===== src/rtl/csr_pkg.sv =====
// +----------------------------------------------------------------------------+
// | csr_pkg                                                                    |
// | CSR addresses, bit positions, cause codes and FSM states for csr_reg_file. |
// | Rev 1.0 - initial release                                                  |
// +----------------------------------------------------------------------------+
`default_nettype none

package csr_pkg;

    localparam logic [11:0] C_ADDR_MSTATUS = 12'h300;
    localparam logic [11:0] C_ADDR_MIE     = 12'h304;
    localparam logic [11:0] C_ADDR_MTVEC   = 12'h305;
    localparam logic [11:0] C_ADDR_MEPC    = 12'h341;
    localparam logic [11:0] C_ADDR_MCAUSE  = 12'h342;
    localparam logic [11:0] C_ADDR_MIP     = 12'h344;

    localparam int unsigned C_MSTATUS_MIE  = 3;
    localparam int unsigned C_MSTATUS_MPIE = 7;
    localparam int unsigned C_MIE_MTIE     = 7;
    localparam int unsigned C_MIE_MEIE     = 11;
    localparam int unsigned C_MIP_MTIP     = 7;
    localparam int unsigned C_MIP_MEIP     = 11;

    localparam logic [3:0] C_CAUSE_MTI = 4'd7;
    localparam logic [3:0] C_CAUSE_MEI = 4'd11;

    typedef enum logic [0:0] {
        ST_RUN      = 1'b0,
        ST_REDIRECT = 1'b1
    } csr_state_e;

endpackage

`default_nettype wire


===== src/rtl/csr_reg_file.sv =====
// +----------------------------------------------------------------------------+
// | csr_reg_file                                                               |
// | Machine-mode CSRs and interrupt trap/mret redirect unit.                   |
// | Option: define CSR_VECTORED_EN for vectored mtvec mode.                    |
// | Rev 1.0 - initial release                                                  |
// +----------------------------------------------------------------------------+
`default_nettype none

module csr_reg_file
    import csr_pkg::*;
(
    input  logic        clk,
    input  logic        rst_n,
    input  logic [11:0] csr_addr,
    input  logic [31:0] csr_wdata,
    input  logic [31:0] pc,
    input  logic        csr_rd,
    input  logic        csr_wr,
    input  logic        is_mret,
    input  logic        timer_intr,
    input  logic        ext_intr,
    output logic [31:0] csr_rdata,
    output logic [31:0] epc,
    output logic        epc_taken
);

    logic        r_mstatus_mie;
    logic        r_mstatus_mpie;
    logic        r_mie_mtie;
    logic        r_mie_meie;
    logic [29:0] r_mtvec_base;
    logic [29:0] r_mepc;
    logic [31:0] r_mcause;
    logic [31:0] r_epc;
    logic        r_epc_taken;
    csr_state_e  r_state;
    csr_state_e  w_state_nxt;

    logic        w_mtvec_mode;
    logic        w_pending;
    logic [3:0]  w_code;
    logic [31:0] w_vector;
    logic        w_trap;
    logic        w_mret;
    logic        w_wr_en;
    logic [31:0] w_epc_nxt;
    logic        w_epc_taken_nxt;
    logic        w_unused;

`ifdef CSR_VECTORED_EN
    logic r_mtvec_mode;
    assign w_mtvec_mode = r_mtvec_mode;
`else
    assign w_mtvec_mode = 1'b0;
`endif

    assign w_unused  = ^pc[1:0];
    assign w_pending = r_mstatus_mie &
                       ((r_mie_mtie & timer_intr) | (r_mie_meie & ext_intr));
    // External wins when both sources are enabled and pending.
    assign w_code    = (r_mie_meie & ext_intr) ? C_CAUSE_MEI : C_CAUSE_MTI;
    assign w_vector  = w_mtvec_mode ? ({r_mtvec_base, 2'b00} + {26'b0, w_code, 2'b00})
                                    : {r_mtvec_base, 2'b00};

    assign epc       = r_epc;
    assign epc_taken = r_epc_taken;

    always_comb begin
        w_state_nxt     = r_state;
        w_trap          = 1'b0;
        w_mret          = 1'b0;
        w_wr_en         = 1'b0;
        w_epc_nxt       = r_epc;
        w_epc_taken_nxt = 1'b0;
        case (r_state)
            ST_RUN: begin
                if (w_pending) begin
                    // Any CSR write or mret in this slot is dropped and re-executes from mepc.
                    w_trap          = 1'b1;
                    w_epc_nxt       = w_vector;
                    w_epc_taken_nxt = 1'b1;
                    w_state_nxt     = ST_REDIRECT;
                end else begin
                    w_wr_en = csr_wr;
                    if (is_mret) begin
                        w_mret          = 1'b1;
                        w_epc_nxt       = {r_mepc, 2'b00};
                        w_epc_taken_nxt = 1'b1;
                        w_state_nxt     = ST_REDIRECT;
                    end
                end
            end
            ST_REDIRECT: w_state_nxt = ST_RUN;
            default:     w_state_nxt = ST_RUN;
        endcase
    end

    always_ff @(posedge clk or negedge rst_n) begin
        if (!rst_n) begin
            r_state     <= ST_RUN;
            r_epc       <= 32'h0;
            r_epc_taken <= 1'b0;
        end else begin
            r_state     <= w_state_nxt;
            r_epc       <= w_epc_nxt;
            r_epc_taken <= w_epc_taken_nxt;
        end
    end

    always_ff @(posedge clk or negedge rst_n) begin
        if (!rst_n) begin
            r_mstatus_mie  <= 1'b0;
            r_mstatus_mpie <= 1'b0;
            r_mie_mtie     <= 1'b0;
            r_mie_meie     <= 1'b0;
            r_mtvec_base   <= 30'h0;
            r_mepc         <= 30'h0;
            r_mcause       <= 32'h0;
`ifdef CSR_VECTORED_EN
            r_mtvec_mode   <= 1'b0;
`endif
        end else begin
            if (w_wr_en) begin
                case (csr_addr)
                    C_ADDR_MSTATUS: begin
                        r_mstatus_mie  <= csr_wdata[C_MSTATUS_MIE];
                        r_mstatus_mpie <= csr_wdata[C_MSTATUS_MPIE];
                    end
                    C_ADDR_MIE: begin
                        r_mie_mtie <= csr_wdata[C_MIE_MTIE];
                        r_mie_meie <= csr_wdata[C_MIE_MEIE];
                    end
                    C_ADDR_MTVEC: begin
                        r_mtvec_base <= csr_wdata[31:2];
`ifdef CSR_VECTORED_EN
                        r_mtvec_mode <= csr_wdata[0];
`endif
                    end
                    C_ADDR_MEPC:   r_mepc   <= csr_wdata[31:2];
                    C_ADDR_MCAUSE: r_mcause <= csr_wdata;
                    default: ;
                endcase
            end
            if (w_trap) begin
                r_mepc         <= pc[31:2];
                r_mcause       <= {1'b1, 27'b0, w_code};
                r_mstatus_mpie <= r_mstatus_mie;
                r_mstatus_mie  <= 1'b0;
            end
            if (w_mret) begin
                r_mstatus_mie  <= r_mstatus_mpie;
                r_mstatus_mpie <= 1'b1;
            end
        end
    end

    always_comb begin
        csr_rdata = 32'h0;
        if (csr_rd) begin
            case (csr_addr)
                C_ADDR_MSTATUS: begin
                    csr_rdata[C_MSTATUS_MIE]  = r_mstatus_mie;
                    csr_rdata[C_MSTATUS_MPIE] = r_mstatus_mpie;
                end
                C_ADDR_MIE: begin
                    csr_rdata[C_MIE_MTIE] = r_mie_mtie;
                    csr_rdata[C_MIE_MEIE] = r_mie_meie;
                end
                C_ADDR_MTVEC:  csr_rdata = {r_mtvec_base, 1'b0, w_mtvec_mode};
                C_ADDR_MEPC:   csr_rdata = {r_mepc, 2'b00};
                C_ADDR_MCAUSE: csr_rdata = r_mcause;
                C_ADDR_MIP: begin
                    csr_rdata[C_MIP_MTIP] = timer_intr;
                    csr_rdata[C_MIP_MEIP] = ext_intr;
                end
                default: csr_rdata = 32'h0;
            endcase
        end
    end

endmodule

`default_nettype wire


===== config.mk =====
export PLATFORM = sky130hd
export DESIGN_NAME = csr_reg_file
export DESIGN_NICKNAME = d
export VERILOG_FILES = /design/src/rtl/csr_pkg.sv /design/src/rtl/csr_reg_file.sv
export SDC_FILE = /design/constraint.sdc
export NUM_CORES = 1
export LEC_CHECK = 0
export ABC_AREA = 1
export CELL_PAD_IN_SITES_DETAIL_PLACEMENT = 1
export CELL_PAD_IN_SITES_GLOBAL_PLACEMENT = 1
export CORE_AREA = 2 2 154 156
export DETAILED_ROUTE_END_ITERATION = 10
export DIE_AREA = 0 0 156 158
export MAX_ROUTING_LAYER = met4
export PLACE_DENSITY_LB_ADDON = 0.1
export SYNTH_ARGS = -nofsm -noshare
export SYNTH_HDL_FRONTEND = slang
export SYNTH_SLANG_ARGS = --single-unit
export TNS_END_PERCENT = 1

===== constraint.sdc =====
create_clock -name clk -period 3.68 [get_ports clk]
set_input_delay 0.368 -clock clk [delete_from_list [all_inputs] [get_ports clk]]
set_output_delay 0.368 -clock clk [all_outputs]
set_load 0.03 [all_outputs]

Yosys cells after proc, flatten, opt, wreduce, memory -nomap -nowiden. Index checks and enable logic that the tools add are counted.

Logic and storage cells: 68. Bits of input ports: 83. Output and inout port bits: 65. Bits in registers: 130.

Mux-type cells: 35. Equal/unequal tests: 6. Bitwise logic cells: 5. Reduce and logical (&&, ||, !) cells: 12.

Operators with widths (number): $mux W32 (6); $mux W30 (3); $eq A12 B10 Y1 const B (6); $pmux W20 S3 (1); $pmux W3 S3 (3); $mux W1 (17); $reduce_and A2 Y1 (6); $reduce_bool A2 Y1 (4); $pmux W1 S6 (1); $reduce_bool A3 Y1 (2); $pmux W1 S5 (1); $mux W4 (1); $pmux W1 S4 (1); $and A1 B1 Y1 (3); $pmux W1 S2 (1); $not A1 Y1 (1); $or A1 B1 Y1 (1).

Depth between registers and ports, before layout. Gate-level depths: netlist (run 1).

Depth in word-level cells: 8. Depth in mapped cells: 10. Gate-level depth less buffers: 9.

Worst setup path after synthesis (run 1). No wires, ideal clock.

Kind: input to output. From: in csr_addr[2]. To: out csr_rdata[0]. Slack: 1454 ps. Path buffers: 1. Arrival time: 1858 ps. Stages: 5. Required time: 3312 ps. Path through: or2_4 > nor2_2 > nand2_4 > buf_1 > nor3b_1.

Word-level cells in the longest chain between the ends: 3. Elaborated cells on any way between the ends: 5. Those cells by class: 3 x eq/ne; 2 x mux.

RTL lines: from (decl) (RTL line csr_reg_file.sv:14) `input logic [11:0] csr_addr,`; $eq A12 B10 Y1 (RTL line csr_reg_file.sv:160) `case (csr_addr)`; $pmux W3 S3 (*) (RTL line csr_reg_file.sv:160); $mux W32 (*) (RTL line csr_reg_file.sv:159) `if (csr_rd) begin`; to (decl) (RTL line csr_reg_file.sv:22) `output logic [31:0] csr_rdata,`.

Every way passes the cells marked *; elsewhere a longest branch is shown, timed or not.

Worst setup path after layout (run 1).
From: in csr_addr[5]. To: out csr_rdata[11].

Word-level cells in the longest chain between the ends: 3. Elaborated cells on any way between the ends: 7. Those cells by class: 5 x eq/ne; 2 x mux.

RTL lines (RTL line): $eq A12 B10 Y1 (csr_reg_file.sv:160); $pmux W1 S5 (*) (csr_reg_file.sv:160); $mux W32 (*) (csr_reg_file.sv:159).

Marked as above.

==> out/metrics.cfg, run 1 <==
[power]
comb_power_share_pct=9.5
clockPowerShare_pct=52.3
power_density_nw_per_um2=426
swShare_pct=23.3
switchingPower_mw=0.895
intPower_mw=2.95
power.leakage_nw=4.47
power_frac_seq_pct=38.2
p_total_mw=3.85
peakVddDrop_mv=0.260

[yosys]
synth_fa_ha_area_share_pct=0
avgSynthCellArea_um2=7.53
async_flop_share_pct=100
netlist_instances=897
synth_top_family_by_area=simple AND/OR/NAND/NOR gates
yosys_warnings=0
synth_edf_count=0
synth_cell_types=33
yosys.area_share.simple_pct=28.5
ys_ff_latch=127
synth_compound_area_share_pct=13.4
synthMuxAreaShare_pct=0
synthFlopType=dfrtp_1
seq_area_frac_synth_pct=47.0
netlist_area_um2=6760
synthXorXnorAreaFrac_pct=0

[finish]
layout_commonest_cell=nand2_1
fillers=2807
antenna_cells=0
layout_common_cells=221 x nand2_1, 127 x dfrtp_1, 125 x nor2_1
area_growth_pct=33.7
fin_nets=1105
drive_gt1_share_pct=12.2

[floorplanning]
start_util_pct=29.3
die_w_um=156
core_um2=23100
ios=148
rows=56
die_area_um2=24600
die_h_um=158

[global_route]
grt_use_met1_pct=25.3
grt_max_degree=85
busiest_layer=met2
antenna_found_initial=0
grt.overflow.total=0
grt_pass1_wl_um=35800
grt_pass1_vias=6493
use_met3_pct=3.67
grt_usage_pct=19.7
grt.met2_usage_pct=32.3

[route]
drtIter0Drc=367
vias_per_cell=4.60
drc=0
vias=6099
routedWlPerCell_um=16.8
drt_first_pass_iters=4
wl_um=22200
ant_nets=0

[timing]
max_freq_ghz=0.338
slew_headroom_pct=33.0
tns_ns=0
worst_slack_ns=0.723
setup_violations=0
tightest_slew_ns=1.00
skew_ns=0.0108
min_period_ns=2.96
rsz0062_at_grt=false
drv_slew=0
hold_ws_ns=0.0111
post-route-period-util_pct=80.4
hold_violations=0

[clock_tree]
cts_tree=built
clkLatencyLatePin_ns=0.42
postCtsHoldBufs=0
clock_path_buffers=2
clkTransAtPathRegs_ns=0.06
numCtsBuffers=17
cts_setup_buffers=0
clock-sinks=127
clockRootBuffer=clkbuf_16
htreeDepth=4
cts-resized-gates=0

[worst_hold_path]
hold_path_class=input pin to async pin

[critical_path]
slowest_stage=clkdlybuf4s50_1
end_kind=output port
slowest_delay_ns=0.70
worstPathCellList=clkdlybuf4s50_1, nor2_1, nand2_1, nor2_2, nand3_1, o21ai_1, nor2_1, nor2_1, clkdlybuf4s50_1
crit_fanout=12
critPathBufInv=2
arrival_ns=2.59
startpoint_type=input pin
worstSetupPathType=input pin to output port
critPathTopFamily=buffers and inverters
crit_top_cell=nor2_1
crit_required_ns=3.31

[job]
drv_cap=0

[place]
gp_congestion=0.788
port_buffers=143
dp_hpwl_um=14600
post-place-ws_ns=0.690

[run_status]
outcome=completed

-- power groups by stage --
stage / sequential (mW) / combinational (mW) / clock [mW]
2_1_floorplan: 1.54 / 0.112 / 0
3_3_place_gp: 1.49 / 0.370 / 0
3_5_place_dp: 1.50 / 0.372 / 0
4_1_cts: 1.47 / 0.373 / 2.06
5_1_grt: 1.47 / 0.403 / 2.10
6_report: 1.47 / 0.365 / 2.01
-- through the flow --
| stage | cells | utilization, % | area [um^2] |
|---|---|---|---|
| finish | 1325 | 39.2 | 9030 |
| detailed placement | 1293 | 36.2 | 8340 |
| CTS | 1325 | 39.2 | 9030 |
| global placement | 1293 | 36.2 | 8340 |
| global route | 1325 | 39.2 | 9030 |
| floorplan | 898 | - | 6760 |
-- routing by layer --
layer,vias up,part of all wire [%]
met5,-,0
met2,120,47
met4,0,1.0
met1,2906,48
li1,3053,-
met3,20,3.4
-- cell families (layout without fill, tap and decap cells) --
family / Yosys count / count (layout)
buf+inv: 165 / 302
flops: 127 / 127
compound gates: 163 / 163
other cells: 1 / 2
simple gates: 441 / 441
-- area by class of cell --
type	count	area, um^2	area share, %
sequential	127	3180	35.2
multi-input combinational	606	2850	31.6
timing repair buffer	153	1510	16.7
clock buffer	23	488	5.40
inverter	117	439	4.86
tap	290	363	4.02
clock inverter	9	203	2.24
-- synth_stat cells, types with 3 or more instances --
cell      count  area share [%]
nor2_2       25             2.3
buf_2        24             1.8
a31oi_1       3            0.28
buf_6         9             1.5
buf_4         6            0.67
buf_1         3            0.17
nand2_1     221              12
nand2_2       3            0.28
a21oi_1      28             2.1
nor2_1      125             6.9
nand3_1      23             1.7
inv_1       111             6.2
a22oi_1      16             1.8
inv_2         6            0.33
nand2_4       5            0.83
dfrtp_1     127              47
o21ai_2       8             1.0
o21ai_1      47             3.5
clkbuf_1      6            0.33
o21ai_0      57             4.2
nor3_1       27             2.0
-- registers in the layout, summed over array words and instances (netlist names) --
register        flops
r_mstatus_mie       1
r_mepc             30
r_mie_meie          1
r_mstatus_mpie      1
r_mcause           32
epc                30
r_mtvec_base       30
r_mie_mtie          1
epc_taken           1
-- final timing paths --
check / start / endpoint / slack [ns] / cells past startpoint
worst min register to register: r_mepc[20]$_DFFE_PN0P_ / r_mepc[20]$_DFFE_PN0P_ / 0.48 / 2
worst min-delay path: rst_n / epc[6]$_DFFE_PN0P_ / 0.01 / 1
worst max-delay path: csr_addr[5] / csr_rdata[11] / 0.72 / 9
max in group asynchronous: rst_n / r_mtvec_base[16]$_DFFE_PN0P_ / 2.89 / 2
min in group clk: r_mepc[20]$_DFFE_PN0P_ / r_mepc[20]$_DFFE_PN0P_ / 0.48 / 2
worst max register to register: r_mie_meie$_DFFE_PN0P_ / r_mepc[19]$_DFFE_PN0P_ / 1.41 / 9
-- worst register-to-register path, cell delays in order, from the launching register on --
cell and delay, ns:
dfrtp_1 0.39, nand2_1 0.17, nand2_4 0.17, nand3_4 0.32
inv_2 0.46, buf_4 0.37, nand2_1 0.10, nand2_1 0.07
nand2_1 0.05, o21ai_1 0.09
Power figures use the tool's default switching activity.
==> inputs of run 2 (changes only) <==
Clock period 3.68 ns to 2.85 ns, I/O delays scaled along.
==> run 2 against run 1 <==
Sequential power grew 29%. Wire length grew 2.5%. Clock skew shrank 0.0032 ns. Core utilization grew 0.054 points. Largest cell class unchanged. First-iteration DRC count shrank 24%. Design area grew 0.14%.
==> out/metrics.cfg, run 2 (same netlist as run 1, synthesis figures left out) <==
[run_status]
outcome=completed

[power]
p_total_mw=4.67
power.leakage_nw=4.50
power_density_nw_per_um2=516
peakVddDrop_mv=0.338

[floorplanning]
die_area_um2=24600
rows=56
start_util_pct=29.3
ios=148
core_um2=23100
die_w_um=156
die_h_um=158

[critical_path]
crit_fanout=3
arrival_ns=2.28
startpoint_type=input pin
end_kind=output port
crit_required_ns=2.57
slowest_stage=clkdlybuf4s50_1
slowest_delay_ns=0.70
critPathTopFamily=buffers and inverters
crit_top_cell=clkdlybuf4s50_1
worstPathCellList=clkdlybuf4s50_1, or2_4, nor2_2, nand3_1, nand2_1, nor2_1, a21oi_1, clkdlybuf4s50_1
worstSetupPathType=input pin to output port
critPathBufInv=2

[timing]
tns_ns=0
rsz0062_at_grt=false
max_freq_ghz=0.389
post-route-period-util_pct=90.2
setup_violations=0
min_period_ns=2.57
worst_slack_ns=0.280
slew_headroom_pct=30.7
drv_slew=0
hold_violations=0
skew_ns=0.00758
tightest_slew_ns=1.04

[route]
ant_nets=0
vias=6110
drtIter0Drc=279
drc=0
wl_um=22800
routedWlPerCell_um=17.0
drt_first_pass_iters=4
vias_per_cell=4.57

[worst_hold_path]
hold_path_class=input pin to flop

[finish]
fin_nets=1117
design_area_um2=9050
area_growth_pct=33.9
layout_common_cells=221 x nand2_1, 127 x dfrtp_1, 125 x nor2_1
drive_gt1_share_pct=13.1
regMostFlops=r_mcause
antenna_cells=0
layout_commonest_cell=nand2_1
largest_reg_flops=32
fillers=2790

[clock_tree]
htreeDepth=4
clock-sinks=127
clkTransAtPathRegs_ns=0.06
cts_setup_buffers=0
clock_path_buffers=2
clkLatencyLatePin_ns=0.42
numCtsBuffers=17
cts_tree=built
clockRootBuffer=clkbuf_16

[place]
port_buffers=143
dp_hpwl_um=15000
post-place-ws_ns=0.191
gp_congestion=0.784
placed_area_um2=8430

[global_route]
grt_max_degree=82
grt_pass1_wl_um=36400
grt.overflow.total=0
antenna_found_initial=0
grt_usage_pct=20.2
grt_pass1_vias=6417

[job]
drv_cap=0

[run 2: tightest hold or removal path, delay by kind of cell]
family                 cells  cell delay, ns
buffers and inverters      2            0.49
AOI/OAI and AO/OA          1            0.07
[run 2: area by class of cell]
type	count	area (um^2)	share of cell area, %
timing repair buffer	165	1610	17.8
clock buffer	25	495	5.48
inverter	117	439	4.85
tap	290	363	4.01
clock inverter	6	105	1.16
sequential	127	3180	35.1
multi-input combinational	606	2860	31.6
[run 2: repair_timing]
action	CTS	global route
setup endpoints to repair	0	1
hold endpoints to repair	80	0
resized for setup	0	1
hold buffers	1	0
[run 2: stage by stage]
step / cells / utilization (%) / hold slack, ns
CTS: 1336 / 39.2 / 0.455
finish: 1336 / 39.2 / 0.475
detailed placement: 1304 / 36.6 / 0.417
global placement: 1304 / 36.6 / 0.423
global route: 1336 / 39.2 / 0.486
floorplan: 898 / - / -0.0106
[run 2: report_power, final]
part | internal [mW] | switching [mW] | total [mW]
registers | 1.86 | 0.0364 | 1.90
logic | 0.212 | 0.264 | 0.475
clock network | 1.46 | 0.836 | 2.30
[run 2: routing by layer]
layer | vias up | wire length [um] | GRT usage (%)
li1 | 3065 | - | -
met1 | 2919 | 11200 | 26.7
met2 | 113 | 10600 | 32.6
met3 | 13 | 767 | 3.64
met4 | 0 | 172 | 4.15
met5 | - | 0 | -
[run 2: worst paths after layout]
check	from	end	slack, ns	cells past startpoint
min in group asynchronous	rst_n	epc[6]$_DFFE_PN0P_	0.48	2
min	csr_wdata[31]	r_mtvec_base[29]$_DFFE_PN0P_	0.47	3
max in group asynchronous	rst_n	r_mepc[28]$_DFFE_PN0P_	1.59	3
max reg2reg	r_mie_meie$_DFFE_PN0P_	r_mepc[9]$_DFFE_PN0P_	0.65	7
min reg2reg	r_mepc[16]$_DFFE_PN0P_	r_mepc[16]$_DFFE_PN0P_	0.48	2
max	csr_addr[2]	csr_rdata[7]	0.28	8
==> inputs of run 3 (changes only) <==
Settings changed: GPL_ROUTABILITY_DRIVEN set to 0, REMOVE_ABC_BUFFERS set to 1.
==> run 3 against run 2 <==
Die area stayed put. Clock skew is 0.0016 ns higher. Sequential share of layout area is 0.058 points higher. Count of clock-buffer cells in the layout is 5 lower. Sequential cell count stayed put. Global-route usage is 0.83 points lower. Highest routed layer unchanged.
==> out/metrics.cfg, run 3 (same netlist as run 1, synthesis figures left out) <==
[clock_tree]
cts_tree=built
clkTransAtPathRegs_ns=0.06
cts-resized-gates=0
clkLatencyLatePin_ns=0.42
htreeDepth=4
clockRootBuffer=clkbuf_16
clock_path_buffers=2
numCtsBuffers=17
cts_setup_buffers=0
clock-sinks=127

[critical_path]
critPathTopFamily=simple AND/OR/NAND/NOR gates
crit_top_cell=nand2_4
rrSetupSlack_ns=0.73
critPathBufInv=3
end_kind=output port
r2r.worst_path.cells=7
path_depth=10
crit_required_ns=2.57
worstPathCellList=clkdlybuf4s50_1, inv_1, nor2_2, nand2_2, nor2_8, nand2_4, nand3_2, nand2_4, nor2_1, buf_12
arrival_ns=2.36
slowest_stage=clkdlybuf4s50_1
slowest_delay_ns=0.48
crit_fanout=28
startpoint_type=input pin
worstSetupPathType=input pin to output port

[floorplanning]
start_util_pct=29.3
ios=148
rows=56
die_area_um2=24600
core_um2=23100
die_h_um=158
die_w_um=156

[route]
routedWlPerCell_um=16.7
ant_nets=0
vias_per_cell=4.62
drt_first_pass_iters=4
wl_um=22200
drc=0
vias=6152
drtIter0Drc=239

[run_status]
outcome=completed

[power]
power_frac_seq_pct=39.7
clockPowerShare_pct=50.5
comb_power_share_pct=9.8
peakVddDrop_mv=0.328
swShare_pct=24.5
power_density_nw_per_um2=529
p_total_mw=4.78
switchingPower_mw=1.17
intPower_mw=3.61
power.leakage_nw=4.49

[place]
port_buffers=143
dp_hpwl_um=14300
post-place-ws_ns=0.146
placed_area_um2=8370
dp_cells=1298

[finish]
regMostFlops=r_mcause
fin_nets=1111
layout_common_cells=221 x nand2_1, 127 x dfrtp_1, 125 x nor2_1
largest_reg_flops=32
design_area_um2=9030
layout_commonest_cell=nand2_1
post-route-util_pct=39.2
antenna_cells=0
area_growth_pct=33.7
drive_gt1_share_pct=13.1
finalNonFillerCells=1331

[global_route]
grt_use_met1_pct=25.6
use_met3_pct=3.42
grt.met2_usage_pct=31.1
grt_usage_pct=19.3
busiest_layer=met2
grt_pass1_wl_um=34900
grt.overflow.total=0
grt_max_degree=61
antenna_found_initial=0
grt_pass1_vias=6307

[timing]
min_period_ns=2.64
slew_headroom_pct=29.1
tns_ns=0
tightest_slew_ns=1.06
hold_violations=0
rsz0062_at_grt=false
post-route-period-util_pct=92.7
drv_slew=0
skew_ns=0.00914
setup_violations=0
max_freq_ghz=0.379
hold_ws_ns=0.385
worst_slack_ns=0.209

[worst_hold_path]
hold_path_class=input pin to async pin

[job]
drv_cap=0

run 3: changes by cell type in the layout (fill, tap and decap cells not counted), sizes merged:
cell and change:
buf -6, clkbuf -5, clkinv +2, inv +2
bufinv +1, clkinvlp +1
run 3: area by class of cell:
type / count / area (um^2)
fill: 2801 / 14000
sequential: 127 / 3180
multi-input combinational: 606 / 2850
timing repair buffer: 159 / 1550
clock buffer: 20 / 467
inverter: 117 / 439
tap: 290 / 363
clock inverter: 12 / 181
run 3: path summary, 6_finish.rpt:
check,startpoint,to
worst min register to register,r_mepc[4]$_DFFE_PN0P_,r_mepc[4]$_DFFE_PN0P_
worst max-delay path,csr_addr[6],csr_rdata[2]
worst max register to register,r_mie_meie$_DFFE_PN0P_,r_mepc[6]$_DFFE_PN0P_
worst min-delay path,rst_n,epc[14]$_DFFE_PN0P_
max in group asynchronous,rst_n,r_mie_meie$_DFFE_PN0P_
min in group clk,csr_wdata[31],r_mtvec_base[29]$_DFFE_PN0P_
run 3: power by group through the flow:
stage / Clock (mW) / Combinational [mW] / Sequential, mW
after global placement: 0 / 0.472 / 1.93
after floorplan: 0 / 0.127 / 1.99
after CTS: 2.47 / 0.479 / 1.90
final: 2.42 / 0.468 / 1.90
after detailed placement: 0 / 0.476 / 1.93
after global routing: 2.55 / 0.515 / 1.91
run 3: routing by layer:
metal | vias up | wire length [um]
met1 | 2957 | 10900
met2 | 119 | 10300
met5 | - | 0
li1 | 3063 | -
met4 | 0 | 204
met3 | 13 | 708
run 3: timing repair:
action / CTS / global route
endpoints found under the setup margin: 0 / 0
endpoints found under the hold margin: 49 / 0
hold buffers: 1 / 0
